[src/rtl/axi_burst_master_if.sv]
// AXI4 full-interface bundle between the burst master and a memory slave.
interface axi_burst_master_if #(
  parameter int ID_WIDTH   = 2,
  parameter int DATA_WIDTH = 32,
  parameter int ADDR_WIDTH = 5
);
  logic [ID_WIDTH-1:0]     AWID;
  logic [ADDR_WIDTH-1:0]   AWADDR;
  logic [7:0]              AWLEN;
  logic [2:0]              AWSIZE;
  logic [1:0]              AWBURST;
  logic                    AWVALID;
  logic                    AWREADY;

  logic [DATA_WIDTH-1:0]   WDATA;
  logic [DATA_WIDTH/8-1:0] WSTRB;
  logic                    WLAST;
  logic                    WVALID;
  logic                    WREADY;

  logic [ID_WIDTH-1:0]     BID;
  logic [1:0]              BRESP;
  logic                    BVALID;
  logic                    BREADY;

  logic [ID_WIDTH-1:0]     ARID;
  logic [ADDR_WIDTH-1:0]   ARADDR;
  logic [7:0]              ARLEN;
  logic [2:0]              ARSIZE;
  logic [1:0]              ARBURST;
  logic                    ARVALID;
  logic                    ARREADY;

  logic [ID_WIDTH-1:0]     RID;
  logic [DATA_WIDTH-1:0]   RDATA;
  logic [1:0]              RRESP;
  logic                    RLAST;
  logic                    RVALID;
  logic                    RREADY;

  modport master (
    output AWID, AWADDR, AWLEN, AWSIZE, AWBURST, AWVALID,
    output WDATA, WSTRB, WLAST, WVALID,
    output BREADY,
    output ARID, ARADDR, ARLEN, ARSIZE, ARBURST, ARVALID,
    output RREADY,
    input  AWREADY, WREADY, BID, BRESP, BVALID, ARREADY,
    input  RID, RDATA, RRESP, RLAST, RVALID
  );

  modport slave (
    input  AWID, AWADDR, AWLEN, AWSIZE, AWBURST, AWVALID,
    input  WDATA, WSTRB, WLAST, WVALID,
    input  BREADY,
    input  ARID, ARADDR, ARLEN, ARSIZE, ARBURST, ARVALID,
    input  RREADY,
    output AWREADY, WREADY, BID, BRESP, BVALID, ARREADY,
    output RID, RDATA, RRESP, RLAST, RVALID
  );
endinterface

[src/rtl/axi_burst_master.sv]
// Writes one INCR burst of seeded data over the whole slave, reads it back and counts bad beats.
// AWVALID one cycle after an accepted start; every channel waits on its handshake, outputs decode from state only.
module axi_burst_master #(
  parameter int C_M_AXI_ID_WIDTH   = 2,
  parameter int C_M_AXI_DATA_WIDTH = 32,
  parameter int C_M_AXI_ADDR_WIDTH = 5,
  parameter bit OPT_LOWPOWER       = 1'b0
) (
  input  logic                          M_AXI_CLK,
  input  logic                          M_AXI_RST,
  input  logic                          i_start,
  input  logic [C_M_AXI_DATA_WIDTH-1:0] i_seed,
  output logic                          o_busy,
  output logic                          o_done,
  output logic                          o_error,
  output logic [C_M_AXI_ADDR_WIDTH-$clog2(C_M_AXI_DATA_WIDTH/8):0] o_err_cnt,
  axi_burst_master_if.master            M_AXI
);
  localparam int DW      = C_M_AXI_DATA_WIDTH;
  localparam int IW      = C_M_AXI_ID_WIDTH;
  localparam int SIZE    = $clog2(DW/8);
  localparam int CNTR_WD = C_M_AXI_ADDR_WIDTH - SIZE;
  localparam int BEATS   = 1 << CNTR_WD;

  typedef enum logic [2:0] {
    S_IDLE, S_AW, S_W, S_B, S_AR, S_R, S_DONE
  } state_t;

  state_t             state, state_nxt;
  logic [CNTR_WD-1:0] cnt;
  logic [DW-1:0]      seed_q;
  logic [DW-1:0]      pattern;
  logic [IW-1:0]      awid, arid;
  logic               last_beat, beat_bad;
  logic               aw_vld, w_vld, b_rdy, ar_vld, r_rdy;

  assign last_beat = (cnt == {CNTR_WD{1'b1}});
  assign pattern   = DW'(cnt) ^ seed_q;
  assign beat_bad  = (M_AXI.RRESP != 2'b00) || (M_AXI.RID != arid) ||
                     (M_AXI.RDATA != pattern) || (M_AXI.RLAST != last_beat);

  always_comb begin
    state_nxt = state;
    aw_vld    = 1'b0;
    w_vld     = 1'b0;
    b_rdy     = 1'b0;
    ar_vld    = 1'b0;
    r_rdy     = 1'b0;
    o_done    = 1'b0;
    case (state)
      S_IDLE: if (i_start) state_nxt = S_AW;
      S_AW: begin
        aw_vld = 1'b1;
        if (M_AXI.AWREADY) state_nxt = S_W;
      end
      S_W: begin
        w_vld = 1'b1;
        if (M_AXI.WREADY && last_beat) state_nxt = S_B;
      end
      S_B: begin
        b_rdy = 1'b1;
        if (M_AXI.BVALID) state_nxt = S_AR;
      end
      S_AR: begin
        ar_vld = 1'b1;
        if (M_AXI.ARREADY) state_nxt = S_R;
      end
      S_R: begin
        r_rdy = 1'b1;
        if (M_AXI.RVALID && last_beat) state_nxt = S_DONE;
      end
      S_DONE: begin
        o_done    = 1'b1;
        state_nxt = S_IDLE;
      end
      default: state_nxt = S_IDLE;
    endcase
  end

  always_ff @(posedge M_AXI_CLK) begin
    if (M_AXI_RST) begin
      state     <= S_IDLE;
      cnt       <= '0;
      seed_q    <= '0;
      awid      <= '0;
      arid      <= '0;
      o_error   <= 1'b0;
      o_err_cnt <= '0;
    end else begin
      state <= state_nxt;
      case (state)
        S_IDLE: if (i_start) begin
          seed_q    <= i_seed;
          o_error   <= 1'b0;
          o_err_cnt <= '0;
          cnt       <= '0;
        end
        S_W: if (M_AXI.WREADY) cnt <= cnt + 1'b1;
        S_B: if (M_AXI.BVALID) begin
          if (M_AXI.BRESP != 2'b00 || M_AXI.BID != awid) o_error <= 1'b1;
          awid <= awid + 1'b1;
        end
        S_AR: if (M_AXI.ARREADY) cnt <= '0;
        S_R: if (M_AXI.RVALID) begin
          cnt <= cnt + 1'b1;
          if (beat_bad) begin
            o_error <= 1'b1;
            if (!(&o_err_cnt)) o_err_cnt <= o_err_cnt + 1'b1;
          end
          if (last_beat) arid <= arid + 1'b1;
        end
        default: ;
      endcase
    end
  end

  assign o_busy = (state != S_IDLE);

  // Address, length and burst shape are fixed: one burst spans the whole slave.
  assign M_AXI.AWID    = awid;
  assign M_AXI.AWADDR  = '0;
  assign M_AXI.AWLEN   = 8'(BEATS - 1);
  assign M_AXI.AWSIZE  = 3'(SIZE);
  assign M_AXI.AWBURST = 2'b01;
  assign M_AXI.AWVALID = aw_vld;

  assign M_AXI.WDATA   = (OPT_LOWPOWER && !w_vld) ? '0 : pattern;
  assign M_AXI.WSTRB   = '1;
  assign M_AXI.WLAST   = w_vld && last_beat;
  assign M_AXI.WVALID  = w_vld;

  assign M_AXI.BREADY  = b_rdy;

  assign M_AXI.ARID    = arid;
  assign M_AXI.ARADDR  = '0;
  assign M_AXI.ARLEN   = 8'(BEATS - 1);
  assign M_AXI.ARSIZE  = 3'(SIZE);
  assign M_AXI.ARBURST = 2'b01;
  assign M_AXI.ARVALID = ar_vld;

  assign M_AXI.RREADY  = r_rdy;
endmodule

[src/flat_wrapper.sv]
// flat-port wrapper written by rule: the top's interface ports become plain ports
module axi_burst_master_flat 
#(
  parameter int C_M_AXI_ID_WIDTH   = 2,
  parameter int C_M_AXI_DATA_WIDTH = 32,
  parameter int C_M_AXI_ADDR_WIDTH = 5,
  parameter bit OPT_LOWPOWER       = 1'b0
)
  (M_AXI_CLK, M_AXI_RST, i_start, i_seed, o_busy, o_done, o_error, o_err_cnt, M_AXI_AWID, M_AXI_AWADDR, M_AXI_AWLEN, M_AXI_AWSIZE, M_AXI_AWBURST, M_AXI_AWVALID, M_AXI_WDATA, M_AXI_WSTRB, M_AXI_WLAST, M_AXI_WVALID, M_AXI_BREADY, M_AXI_ARID, M_AXI_ARADDR, M_AXI_ARLEN, M_AXI_ARSIZE, M_AXI_ARBURST, M_AXI_ARVALID, M_AXI_RREADY, M_AXI_AWREADY, M_AXI_WREADY, M_AXI_BID, M_AXI_BRESP, M_AXI_BVALID, M_AXI_ARREADY, M_AXI_RID, M_AXI_RDATA, M_AXI_RRESP, M_AXI_RLAST, M_AXI_RVALID);
  axi_burst_master_if #(.ID_WIDTH((2)), .DATA_WIDTH((32)), .ADDR_WIDTH((5))) M_AXI_i ();
  input  logic M_AXI_CLK;
  input  logic M_AXI_RST;
  input  logic i_start;
  input  logic [C_M_AXI_DATA_WIDTH-1:0] i_seed;
  output logic o_busy;
  output logic o_done;
  output logic o_error;
  output logic [C_M_AXI_ADDR_WIDTH-$clog2(C_M_AXI_DATA_WIDTH/8):0] o_err_cnt;
  output wire logic [$bits(M_AXI_i.AWID)-1:0] M_AXI_AWID;
  output wire logic [$bits(M_AXI_i.AWADDR)-1:0] M_AXI_AWADDR;
  output wire logic [$bits(M_AXI_i.AWLEN)-1:0] M_AXI_AWLEN;
  output wire logic [$bits(M_AXI_i.AWSIZE)-1:0] M_AXI_AWSIZE;
  output wire logic [$bits(M_AXI_i.AWBURST)-1:0] M_AXI_AWBURST;
  output wire logic [$bits(M_AXI_i.AWVALID)-1:0] M_AXI_AWVALID;
  output wire logic [$bits(M_AXI_i.WDATA)-1:0] M_AXI_WDATA;
  output wire logic [$bits(M_AXI_i.WSTRB)-1:0] M_AXI_WSTRB;
  output wire logic [$bits(M_AXI_i.WLAST)-1:0] M_AXI_WLAST;
  output wire logic [$bits(M_AXI_i.WVALID)-1:0] M_AXI_WVALID;
  output wire logic [$bits(M_AXI_i.BREADY)-1:0] M_AXI_BREADY;
  output wire logic [$bits(M_AXI_i.ARID)-1:0] M_AXI_ARID;
  output wire logic [$bits(M_AXI_i.ARADDR)-1:0] M_AXI_ARADDR;
  output wire logic [$bits(M_AXI_i.ARLEN)-1:0] M_AXI_ARLEN;
  output wire logic [$bits(M_AXI_i.ARSIZE)-1:0] M_AXI_ARSIZE;
  output wire logic [$bits(M_AXI_i.ARBURST)-1:0] M_AXI_ARBURST;
  output wire logic [$bits(M_AXI_i.ARVALID)-1:0] M_AXI_ARVALID;
  output wire logic [$bits(M_AXI_i.RREADY)-1:0] M_AXI_RREADY;
  input wire logic [$bits(M_AXI_i.AWREADY)-1:0] M_AXI_AWREADY;
  input wire logic [$bits(M_AXI_i.WREADY)-1:0] M_AXI_WREADY;
  input wire logic [$bits(M_AXI_i.BID)-1:0] M_AXI_BID;
  input wire logic [$bits(M_AXI_i.BRESP)-1:0] M_AXI_BRESP;
  input wire logic [$bits(M_AXI_i.BVALID)-1:0] M_AXI_BVALID;
  input wire logic [$bits(M_AXI_i.ARREADY)-1:0] M_AXI_ARREADY;
  input wire logic [$bits(M_AXI_i.RID)-1:0] M_AXI_RID;
  input wire logic [$bits(M_AXI_i.RDATA)-1:0] M_AXI_RDATA;
  input wire logic [$bits(M_AXI_i.RRESP)-1:0] M_AXI_RRESP;
  input wire logic [$bits(M_AXI_i.RLAST)-1:0] M_AXI_RLAST;
  input wire logic [$bits(M_AXI_i.RVALID)-1:0] M_AXI_RVALID;
  assign M_AXI_AWID = M_AXI_i.AWID;
  assign M_AXI_AWADDR = M_AXI_i.AWADDR;
  assign M_AXI_AWLEN = M_AXI_i.AWLEN;
  assign M_AXI_AWSIZE = M_AXI_i.AWSIZE;
  assign M_AXI_AWBURST = M_AXI_i.AWBURST;
  assign M_AXI_AWVALID = M_AXI_i.AWVALID;
  assign M_AXI_WDATA = M_AXI_i.WDATA;
  assign M_AXI_WSTRB = M_AXI_i.WSTRB;
  assign M_AXI_WLAST = M_AXI_i.WLAST;
  assign M_AXI_WVALID = M_AXI_i.WVALID;
  assign M_AXI_BREADY = M_AXI_i.BREADY;
  assign M_AXI_ARID = M_AXI_i.ARID;
  assign M_AXI_ARADDR = M_AXI_i.ARADDR;
  assign M_AXI_ARLEN = M_AXI_i.ARLEN;
  assign M_AXI_ARSIZE = M_AXI_i.ARSIZE;
  assign M_AXI_ARBURST = M_AXI_i.ARBURST;
  assign M_AXI_ARVALID = M_AXI_i.ARVALID;
  assign M_AXI_RREADY = M_AXI_i.RREADY;
  assign M_AXI_i.AWREADY = M_AXI_AWREADY;
  assign M_AXI_i.WREADY = M_AXI_WREADY;
  assign M_AXI_i.BID = M_AXI_BID;
  assign M_AXI_i.BRESP = M_AXI_BRESP;
  assign M_AXI_i.BVALID = M_AXI_BVALID;
  assign M_AXI_i.ARREADY = M_AXI_ARREADY;
  assign M_AXI_i.RID = M_AXI_RID;
  assign M_AXI_i.RDATA = M_AXI_RDATA;
  assign M_AXI_i.RRESP = M_AXI_RRESP;
  assign M_AXI_i.RLAST = M_AXI_RLAST;
  assign M_AXI_i.RVALID = M_AXI_RVALID;
  axi_burst_master #(.C_M_AXI_ID_WIDTH(C_M_AXI_ID_WIDTH), .C_M_AXI_DATA_WIDTH(C_M_AXI_DATA_WIDTH), .C_M_AXI_ADDR_WIDTH(C_M_AXI_ADDR_WIDTH), .OPT_LOWPOWER(OPT_LOWPOWER)) u_core (.M_AXI_CLK(M_AXI_CLK), .M_AXI_RST(M_AXI_RST), .i_start(i_start), .i_seed(i_seed), .o_busy(o_busy), .o_done(o_done), .o_error(o_error), .o_err_cnt(o_err_cnt), .M_AXI(M_AXI_i));
endmodule
[config.mk]
export PLATFORM = sky130hd
export DESIGN_NAME = axi_burst_master_flat
export DESIGN_NICKNAME = d
export VERILOG_FILES = /design/src/rtl/axi_burst_master_if.sv /design/src/rtl/axi_burst_master.sv /design/src/flat_wrapper.sv
export SDC_FILE = /design/constraint.sdc
export NUM_CORES = 1
export LEC_CHECK = 0
export ABC_AREA = 1
export CORE_MARGIN = 2
export CORE_UTILIZATION = 41
export DETAILED_ROUTE_END_ITERATION = 16
export PLACE_DENSITY = 0.82
export SYNTH_ARGS = -nofsm -noshare
export SYNTH_HDL_FRONTEND = slang
export SYNTH_SLANG_ARGS = --single-unit
export TNS_END_PERCENT = 10
[constraint.sdc]
create_clock -name M_AXI_CLK -period 2.16 [get_ports M_AXI_CLK]
set_input_delay 0.216 -clock M_AXI_CLK [delete_from_list [all_inputs] [get_ports M_AXI_CLK]]
set_output_delay 0.216 -clock M_AXI_CLK [all_outputs]
set_load 0.1 [all_outputs]
# Word-level counts from Yosys, hierarchy flattened
# Index checks and enable logic that the tools add are counted.
dict set report word_totals {
  ff_bits 47
  inputBits 81
  wordCells 85
  output_inout_bits 89
}
dict set report op_classes {
  eq_ne 22
  add_sub_neg 4
  mux 29
  reduce_logical 22
  bitwise 1
}
# operator n
set op_table {}
lappend op_table {{32-bit != test} 1}
lappend op_table {{3-bit by 32-bit bitwise XOR with 32-bit output} 1}
lappend op_table {{3-bit 2-to-1 mux} 10}
lappend op_table {{3-bit case mux with 6 select lines} 1}
lappend op_table {{4-bit 2-to-1 mux} 4}
lappend op_table {{2-bit != test, second input constant} 7}
lappend op_table {{3-bit equality test, second input constant} 4}
lappend op_table {{3-bit case mux with 4 select lines} 1}
lappend op_table {{6-bit AND reduction} 2}
lappend op_table {{1-bit 2-to-1 mux} 11}
lappend op_table {{5-bit AND reduction} 2}
lappend op_table {{2-bit by 1-bit != test with 1-bit output, second input constant} 4}
lappend op_table {{4-bit case mux with 2 select lines} 1}
lappend op_table {{3-bit by 2-bit equality test with 1-bit output, second input constant} 2}
lappend op_table {{2-bit nonzero test} 3}
lappend op_table {{3-bit nonzero test} 2}
lappend op_table {{2-bit by 1-bit adder with 2-bit output, second input constant} 2}
lappend op_table {{4-bit by 1-bit adder with 4-bit output, second input constant} 1}
lappend op_table {{1-bit logical OR} 4}
lappend op_table {{2-bit != test} 2}
lappend op_table {{2-bit AND reduction} 2}
lappend op_table {{4-bit AND reduction} 1}
lappend op_table {{4-bit nonzero test} 1}
lappend op_table {{3-bit by 1-bit adder with 3-bit output, second input constant} 1}
lappend op_table {{6 further kinds} 8}

# Logic depth before layout (Yosys ltp)
# Gate-level depths: netlist of the first run.
dict set report depth {
  ltp_word 7
  ltp_mapped 13
  mapped_depth_nobuf 13
}

# Worst setup path before layout of the first run
# No wires, ideal clock.
dict set report synth_timing {
  kind {reg2out}
  start {register u_core.cnt[1]}
  end {output M_AXI_WLAST}
  path_slack_ns -0.057
  t_required_ns 1.944
  n_path_buf 0
  arrival_ns 2.001
  stages_incl_launch_ff 5
  cell_sequence {dfxtp_1 -> ha_1 -> ha_1 -> inv_1 -> nor2_1}
}
dict set report synth_between {
  elab_chain_len 2
}
# element line
set synth_rtl {}
lappend synth_rtl {{start, declared} axi_burst_master.sv:30} ;# logic [CNTR_WD-1:0] cnt;
lappend synth_rtl {{start signal, assigned} axi_burst_master.sv:98} ;# S_W: if (M_AXI.WREADY) cnt <= cnt + 1'b1;
lappend synth_rtl {{start signal, assigned} axi_burst_master.sv:105} ;# cnt <= cnt + 1'b1;
lappend synth_rtl {{3-bit equality test} axi_burst_master.sv:37} ;# assign last_beat = (cnt == {CNTR_WD{1'b1}});
lappend synth_rtl {{1-bit logical AND} axi_burst_master.sv:129} ;# assign M_AXI.WLAST = w_vld && last_beat;
lappend synth_rtl {{end, declared} flat_wrapper.sv:27} ;# output wire logic [$bits(M_AXI_i.WLAST)-1:0] M_AXI_WLAST;
# No other way between the ends.

# Final worst setup path of the first run
dict set report layout_timing {
  start {register u_core.cnt[1]}
  end {register u_core.o_err_cnt[1]}
}
dict set report layout_between {
  elab_chain_len 6
  elab_cells_between_ends 8
  classes_between {4 x eq/ne; 1 x bitwise; 3 x reduce/logical}
}
# element line
set layout_rtl {}
lappend layout_rtl {{3-bit by 32-bit bitwise XOR with 32-bit output} axi_burst_master.sv:38} ;# assign pattern = DW'(cnt) ^ seed_q;
lappend layout_rtl {{32-bit != test} axi_burst_master.sv:40} ;# (M_AXI.RDATA != pattern) || (M_AXI.RLAST != last_beat);
lappend layout_rtl {{1-bit logical OR} axi_burst_master.sv:39} ;# assign beat_bad = (M_AXI.RRESP != 2'b00) || (M_AXI.RID != arid) ||
lappend layout_rtl {{1-bit logical OR (*)} axi_burst_master.sv:40}
lappend layout_rtl {{2-bit by 1-bit != test with 1-bit output (no source line) (*)} --}
lappend layout_rtl {{5-bit AND reduction (no source line) (*)} --}
lappend layout_rtl {{end signal, assigned} axi_burst_master.sv:108} ;# if (!(&o_err_cnt)) o_err_cnt <= o_err_cnt + 1'b1;
lappend layout_rtl {{end, declared} axi_burst_master.sv:16} ;# output logic [C_M_AXI_ADDR_WIDTH-$clog2(C_M_AXI_DATA_WIDTH/8):0] o_err_cnt,
# Mark *: on every way between the ends. The rest lies on a longest branch, timed or not.
# A chain may end at the register's enable or synchronous reset.

==> results of run 1 <==
==> kinds of logic (layout without fill, tap and decap cells) <==
| kind of cell | Yosys count | after routing | share of synthesized area (%) |
|---|---|---|---|
| flops | 47 | 47 | 28.5 |
| compound gates | 88 | 88 | 13.7 |
| other cells | 2 | 40 | 0.227 |
| simple gates | 201 | 201 | 26.3 |
| xor+xnor | 8 | 8 | 2.12 |
| fa+ha+maj | 3 | 3 | 1.14 |
| buf+inv | 176 | 236 | 28.1 |
==> metrics by stage <==
step                utilization [%]  cells  hold slack, ps  power, uW  instance area, um^2
global placement               54.6    717             441       5990                 4240
floorplan                         -    563             285       5360                 3450
global route                   56.1    725             499       7100                 4360
finish                         56.1    725             470       6690                 4360
detailed placement             54.6    717             461       6060                 4240
CTS                            56.1    725             474       6730                 4360
==> power breakdown <==
group          internal, uW  total [uW]  switching, uW  leakage [uW]
clock network           375         666            291     0.0000612
registers              1140        1390            249      0.000387
logic                  1060        4630           3570       0.00175
==> synthesized netlist by cell type (2+ instances only) <==
cell,n
or2_1,2
clkbuf_1,9
or2_2,3
a21oi_1,46
ha_1,3
inv_1,94
nor2_1,35
xnor2_1,8
o21ai_0,40
buf_4,69
conb_1,2
dfxtp_1,47
nand2_2,3
nand4_1,4
inv_2,2
nand2_1,129
nand3_1,16
nor3_1,2
==> worst min-delay path by stage <==
stage / depth (start not counted) / endpoint / from
after global routing: 2 / u_core.seed_q[0]$_SDFFE_PP0P_ / u_core.seed_q[0]$_SDFFE_PP0P_
after CTS: 2 / u_core.seed_q[0]$_SDFFE_PP0P_ / u_core.seed_q[0]$_SDFFE_PP0P_
after floorplan: 1 / u_core.cnt[1]$_SDFFE_PP0P_ / M_AXI_RST
final: 2 / u_core.seed_q[0]$_SDFFE_PP0P_ / u_core.seed_q[0]$_SDFFE_PP0P_
after global placement: 2 / u_core.seed_q[1]$_SDFFE_PP0P_ / u_core.seed_q[1]$_SDFFE_PP0P_
after detailed placement: 2 / u_core.seed_q[0]$_SDFFE_PP0P_ / u_core.seed_q[0]$_SDFFE_PP0P_
==> cell type report <==
class	count	area, um^2
Multi-Input combinational cell	340	1580
Inverter	96	360
Timing Repair Buffer	132	1230
Tap cell	102	128
Clock buffer	6	82.6
Clock inverter	2	35.0
Fill cell	752	3410
Sequential cell	47	941
==> worst reg2reg max path, delay by kind of cell, from the launching register on <==
| kind | cells | cell delay, ps |
|---|---|---|
| buffers and inverters | 1 | 150 |
| AND/OR/NAND/NOR | 8 | 780 |
| AO/OA/AOI/OAI | 1 | 170 |
| adder cells (fa/ha/maj) | 2 | 420 |
| flip-flops | 1 | 350 |
==> state kept, by name (all words and copies together) (netlist names) <==
name,cells
u_core.o_error,1
u_core.M_AXI.AWID,2
u_core.state,3
u_core.M_AXI.ARID,2
u_core.cnt,3
u_core.seed_q,32
u_core.o_err_cnt,4
==> layer usage <==
metal  global-route usage, %  vias to the layer above  routed length, um
met5                       0                        -                  0
met1                    20.8                     1439               3340
met3                    4.82                        6                653
met2                    33.9                      113               4170
met4                    3.62                        0                 50
li1                        -                     1682                  -
==> flow_metrics.env, run 1 <==
export IMPL_synth_area_leaders="dfxtp_1 28%, buf_4 16%, nand2_1 15%"
export IMPL_synth_avg_cell_area_um2=6.29
export IMPL_reg2reg_setup_slack_ps=200
export IMPL_die_w_um=93.8
export IMPL_async_flop_share_pct=0
export IMPL_timing_rr_start="u_core.cnt[1]$_SDFFE_PP0P_"
export IMPL_grt_pass1_wl_mm=12.9
export IMPL_r2r_cells=12
export IMPL_synth_cell_types=29
export IMPL_fin_crit_sh_pct=90.7
export IMPL_routabilityCongestion=0.827
export IMPL_r2r_end="u_core.o_err_cnt[1]$_SDFFE_PP0P_"
export IMPL_chipHeight_um=93.8
export IMPL_ys_flop_type="dfxtp_1"
export IMPL_max_clock_freq_ghz=0.510
export IMPL_layout_drive_gt1_share_pct=12.7
export IMPL_worst_slack_ps=201
export IMPL_hold_class="flip-flop to flip-flop"
export IMPL_crit_path_top_delay_cell="dfxtp_1"
export IMPL_synth_seq_area_share_pct=28.5
export IMPL_crit_end="u_core.o_err_cnt[1]$_SDFFE_PP0P_"
export IMPL_port_buffers=129
export IMPL_ys_ff_latch=47
export IMPL_netlist_instances=525
export IMPL_antennaDiodeCount=0
export IMPL_leakagePower_uw=0.00220
export IMPL_syn_area_um2=3300
export IMPL_wl_mm=8.21
export IMPL_power_density_nw_per_um2=1530
export IMPL_worst_path_buf_inv=1
export IMPL_cts_buffers=5
export IMPL_critical_path_max_stage_delay_ps=350
export IMPL_firstDrtPassIters=5
export IMPL_pin_count=170
export IMPL_status="finished clean"
export IMPL_antenna_found_initial=0
export IMPL_postCtsSetupRepairBufs=0
export IMPL_cp_cell_sequence="ha_1 -> ha_1 -> inv_1 -> nand2_1 -> nand2_1 -> nand2_1 -> nor2_1 -> nand2_1 -> nor2_4 -> nand3_4 -> a21oi_1 -> nor2_1"
export IMPL_synth_edf_count=0
export IMPL_initial_core_util_pct=42.5
export IMPL_path_depth=12
export IMPL_startpoint_type="flip-flop"
export IMPL_most_common_layout_cells="129 x nand2_1, 94 x inv_1, 80 x clkdlybuf4s50_1"
export IMPL_period_minus_slack_ps=1960
export IMPL_setup_viol_count_final=0
export IMPL_clock_latency_ps=300
export IMPL_cts_buffer_depth=2
export IMPL_yosysWarnings=0
export IMPL_tightestPinTransition_ps=581
export IMPL_layout_commonest_cell="nand2_1"
export IMPL_cts_max_level=2
export IMPL_grt_usage_pct=18.2
export IMPL_core_area_um2=7770
export IMPL_cts_tree="yes"
export IMPL_slew_headroom_pct=61.3
export IMPL_drv_cap=0
export IMPL_hold_viol=0
export IMPL_die_area_um2=8790
export IMPL_crit_fanout=9
export IMPL_wl_per_cell_um=11.3
export IMPL_ant_nets=0
export IMPL_post_cts_resized=0
export IMPL_yosysTopAreaCell="dfxtp_1"
export IMPL_required_ps=2360
export IMPL_slew_violations=0
export IMPL_critPathKind="flip-flop to flip-flop"
export IMPL_ir_worst_vdd_v=0.000994
export IMPL_grt_max_degree=66
export IMPL_place_hpwl_mm=6.59
export IMPL_path_clk_slew_ps=90
export IMPL_fin_skew_ps=8.17
export IMPL_fin_nets=706
export IMPL_rows=32
export IMPL_grt_setup_unrepaired="no"
export IMPL_cts_hold_buf=0
export IMPL_pre_cts_ws_ps=179
export IMPL_drc=0
export IMPL_critical_path_endpoint_type="flip-flop"
export IMPL_cts_root_buf="clkbuf_8"
export IMPL_tns_ps=0
export IMPL_worstSetupStartpoint="u_core.cnt[1]$_SDFFE_PP0P_"
export IMPL_routed_via_density=4.47
export IMPL_arrival_ps=2160
export IMPL_grt_pass1_vias=2991
export IMPL_area_growth_pct=32.0
export IMPL_vias=3240
export IMPL_dr_first_iter_drc_count=63
export IMPL_synth_top_area_share_pct=28.5
export IMPL_gr_total_overflow=0
export IMPL_critPathTopFamily="simple AND/OR/NAND/NOR gates"
export IMPL_crit_top_cell="nand2_1"
export IMPL_cts_sinks=47
No activity file was read; power rests on OpenSTA's default activity.
==> run 2: changes to the inputs <==
--- a/config.mk
+++ b/config.mk
@@ -6,6 +6,7 @@
 export NUM_CORES = 1
 export LEC_CHECK = 0
 export ABC_AREA = 1
+export CORE_ASPECT_RATIO = 1.4
 export CORE_MARGIN = 2
 export CORE_UTILIZATION = 41
 export DETAILED_ROUTE_END_ITERATION = 16
==> run 2 against run 1 <==
Design area down 0.20%. Largest cell class unchanged. Critical path type unchanged. Global-route usage is 0.45 points higher. Clock skew decreased by 0.82 ps. Non-clock buffer count is 1 higher. Utilization fell by 0.33 points. Clock-buffer cell count rose by 1. Power shrank 0.71%.
==> flow_metrics.env, run 2 (synthesis results as in run 1) <==
export IMPL_reg2reg_setup_slack_ps=200
export IMPL_die_area_um2=8800
export IMPL_drv_cap=0
export IMPL_layout_drive_gt1_share_pct=12.8
export IMPL_cts_buffers=5
export IMPL_setup_viol_count_final=0
export IMPL_fin_skew_ps=7.34
export IMPL_grt_pass1_vias=3024
export IMPL_ant_nets=0
export IMPL_cts_buffer_depth=2
export IMPL_drc=0
export IMPL_fin_crit_sh_pct=90.6
export IMPL_status="finished clean"
export IMPL_critical_path_endpoint_type="flip-flop"
export IMPL_clock_latency_ps=300
export IMPL_cts_tree="yes"
export IMPL_arrival_ps=2150
export IMPL_grt_setup_unrepaired="no"
export IMPL_startpoint_type="flip-flop"
export IMPL_hold_slack_ps=472
export IMPL_area_growth_pct=31.7
export IMPL_critPathTopFamily="simple AND/OR/NAND/NOR gates"
export IMPL_wl_mm=8.35
export IMPL_critical_path_max_stage_delay_ps=330
export IMPL_crit_top_cell="nand2_1"
export IMPL_port_buffers=129
export IMPL_firstDrtPassIters=4
export IMPL_tns_ps=0
export IMPL_core_area_um2=7800
export IMPL_post_cts_resized=0
export IMPL_ir_worst_vdd_v=0.00122
export IMPL_cp_cell_sequence="ha_1 -> ha_1 -> inv_1 -> nand2_1 -> nand2_1 -> nand2_1 -> nor2_1 -> nand2_1 -> nor2_4 -> nand3_4 -> a21oi_1 -> nor2_1"
export IMPL_chipHeight_um=110
export IMPL_period_minus_slack_ps=1960
export IMPL_routed_via_density=4.48
export IMPL_wl_per_cell_um=11.5
export IMPL_grt_max_degree=38
export IMPL_grt_usage_pct=18.7
export IMPL_cts_sinks=47
export IMPL_layout_commonest_cell="nand2_1"
export IMPL_postCtsSetupRepairBufs=0
export IMPL_gr_total_overflow=0
export IMPL_vias=3247
export IMPL_hold_class="flip-flop to flip-flop"
export IMPL_top_regs="u_core.seed_q: 32 flops, u_core.o_err_cnt: 4 flops"
export IMPL_largest_reg_flops=32
export IMPL_antenna_found_initial=0
export IMPL_fin_area_um2=4350
export IMPL_required_ps=2350
export IMPL_cts_max_level=2
export IMPL_leakagePower_uw=0.00220
export IMPL_critPathKind="flip-flop to flip-flop"
export IMPL_pin_count=170
export IMPL_slew_violations=0
export IMPL_timing_rr_start="u_core.cnt[0]$_SDFFE_PP0P_"
export IMPL_cts_root_buf="clkbuf_8"
export IMPL_crit_end="u_core.o_err_cnt[2]$_SDFFE_PP0P_"
export IMPL_power_density_nw_per_um2=1530
export IMPL_fin_nets=707
export IMPL_crit_path_top_delay_cell="dfxtp_1"
export IMPL_placed_cell_area_um2=4250
export IMPL_regMostFlops="u_core.seed_q"
export IMPL_crit_fanout=9
export IMPL_r2r_cells=12
export IMPL_max_clock_freq_ghz=0.511
export IMPL_fin_util_pct=55.8
export IMPL_dr_first_iter_drc_count=97
export IMPL_worstSetupStartpoint="u_core.cnt[0]$_SDFFE_PP0P_"
export IMPL_path_clk_slew_ps=90
export IMPL_antennaDiodeCount=0
export IMPL_r2r_end="u_core.o_err_cnt[2]$_SDFFE_PP0P_"
export IMPL_most_common_layout_cells="129 x nand2_1, 94 x inv_1, 80 x clkdlybuf4s50_1"
export IMPL_worst_path_buf_inv=1
export IMPL_path_depth=12
export IMPL_routabilityCongestion=0.842
export IMPL_initial_core_util_pct=42.4
export IMPL_hold_viol=0
export IMPL_grt_pass1_wl_mm=13.1
export IMPL_cts_hold_buf=0
export IMPL_rows=38
export IMPL_place_hpwl_mm=6.63
export IMPL_die_w_um=79.9
==> run 2: changes by cell type in the layout (fill, tap and decap cells not counted), sizes merged <==
| cell | delta |
|---|---|
| buf | +1 |
| clkbuf | +1 |
| clkinv | -1 |
| bufinv | -1 |
| clkinvlp | +1 |
==> run 2: worst min-delay path by stage <==
stage,start,end,slack [ps],depth (start not counted)
2_1_floorplan,M_AXI_RST,u_core.cnt[1]$_SDFFE_PP0P_,290,1
3_3_place_gp,u_core.seed_q[1]$_SDFFE_PP0P_,u_core.seed_q[1]$_SDFFE_PP0P_,450,2
3_5_place_dp,u_core.seed_q[1]$_SDFFE_PP0P_,u_core.seed_q[1]$_SDFFE_PP0P_,460,2
4_1_cts,u_core.seed_q[1]$_SDFFE_PP0P_,u_core.seed_q[1]$_SDFFE_PP0P_,470,2
5_1_grt,u_core.seed_q[1]$_SDFFE_PP0P_,u_core.seed_q[1]$_SDFFE_PP0P_,500,2
6_report,u_core.seed_q[1]$_SDFFE_PP0P_,u_core.seed_q[1]$_SDFFE_PP0P_,470,2
==> run 2: per-stage QoR <==
stage	setup WS [ps]	std cells	power (uW)
after floorplan	101	563	5360
after global placement	279	716	6020
after detailed placement	215	716	6080
after CTS	205	724	6680
after global routing	36.5	724	7040
final	203	724	6640
==> run 2: cell type report <==
class,instances,area (um^2)
well taps,100,125
repair buffers,133,1240
multi-input cells,340,1580
clock buffers,7,96.3
clock inverters,1,7.51
flip-flops and latches,47,941
inverters,96,360
fillers,767,3450
==> run 2: report_power, final <==
group	internal (uW)	leakage, uW	switching, uW
Sequential	1140	0.000387	260
Combinational	1070	0.00176	3580
Clock	292	0.0000505	298
Total	2500	0.00220	4130
==> run 2: per-layer routing <==
| layer | share of wire, % | vias up | global-route usage, % | wire length [um] |
|---|---|---|---|---|
| li1 | - | 1684 | - | - |
| met1 | 40 | 1425 | 20.3 | 3340 |
| met2 | 50 | 120 | 35.5 | 4190 |
| met3 | 7.7 | 18 | 4.07 | 640 |
| met4 | 2.2 | 0 | 6.17 | 187 |
| met5 | 0 | - | 0 | 0 |
==> run 2: tightest hold or removal path, cell delays in order (launching register included) <==
cell and delay [ps]:
dfxtp_1 330, inv_1 60, a21oi_1 50
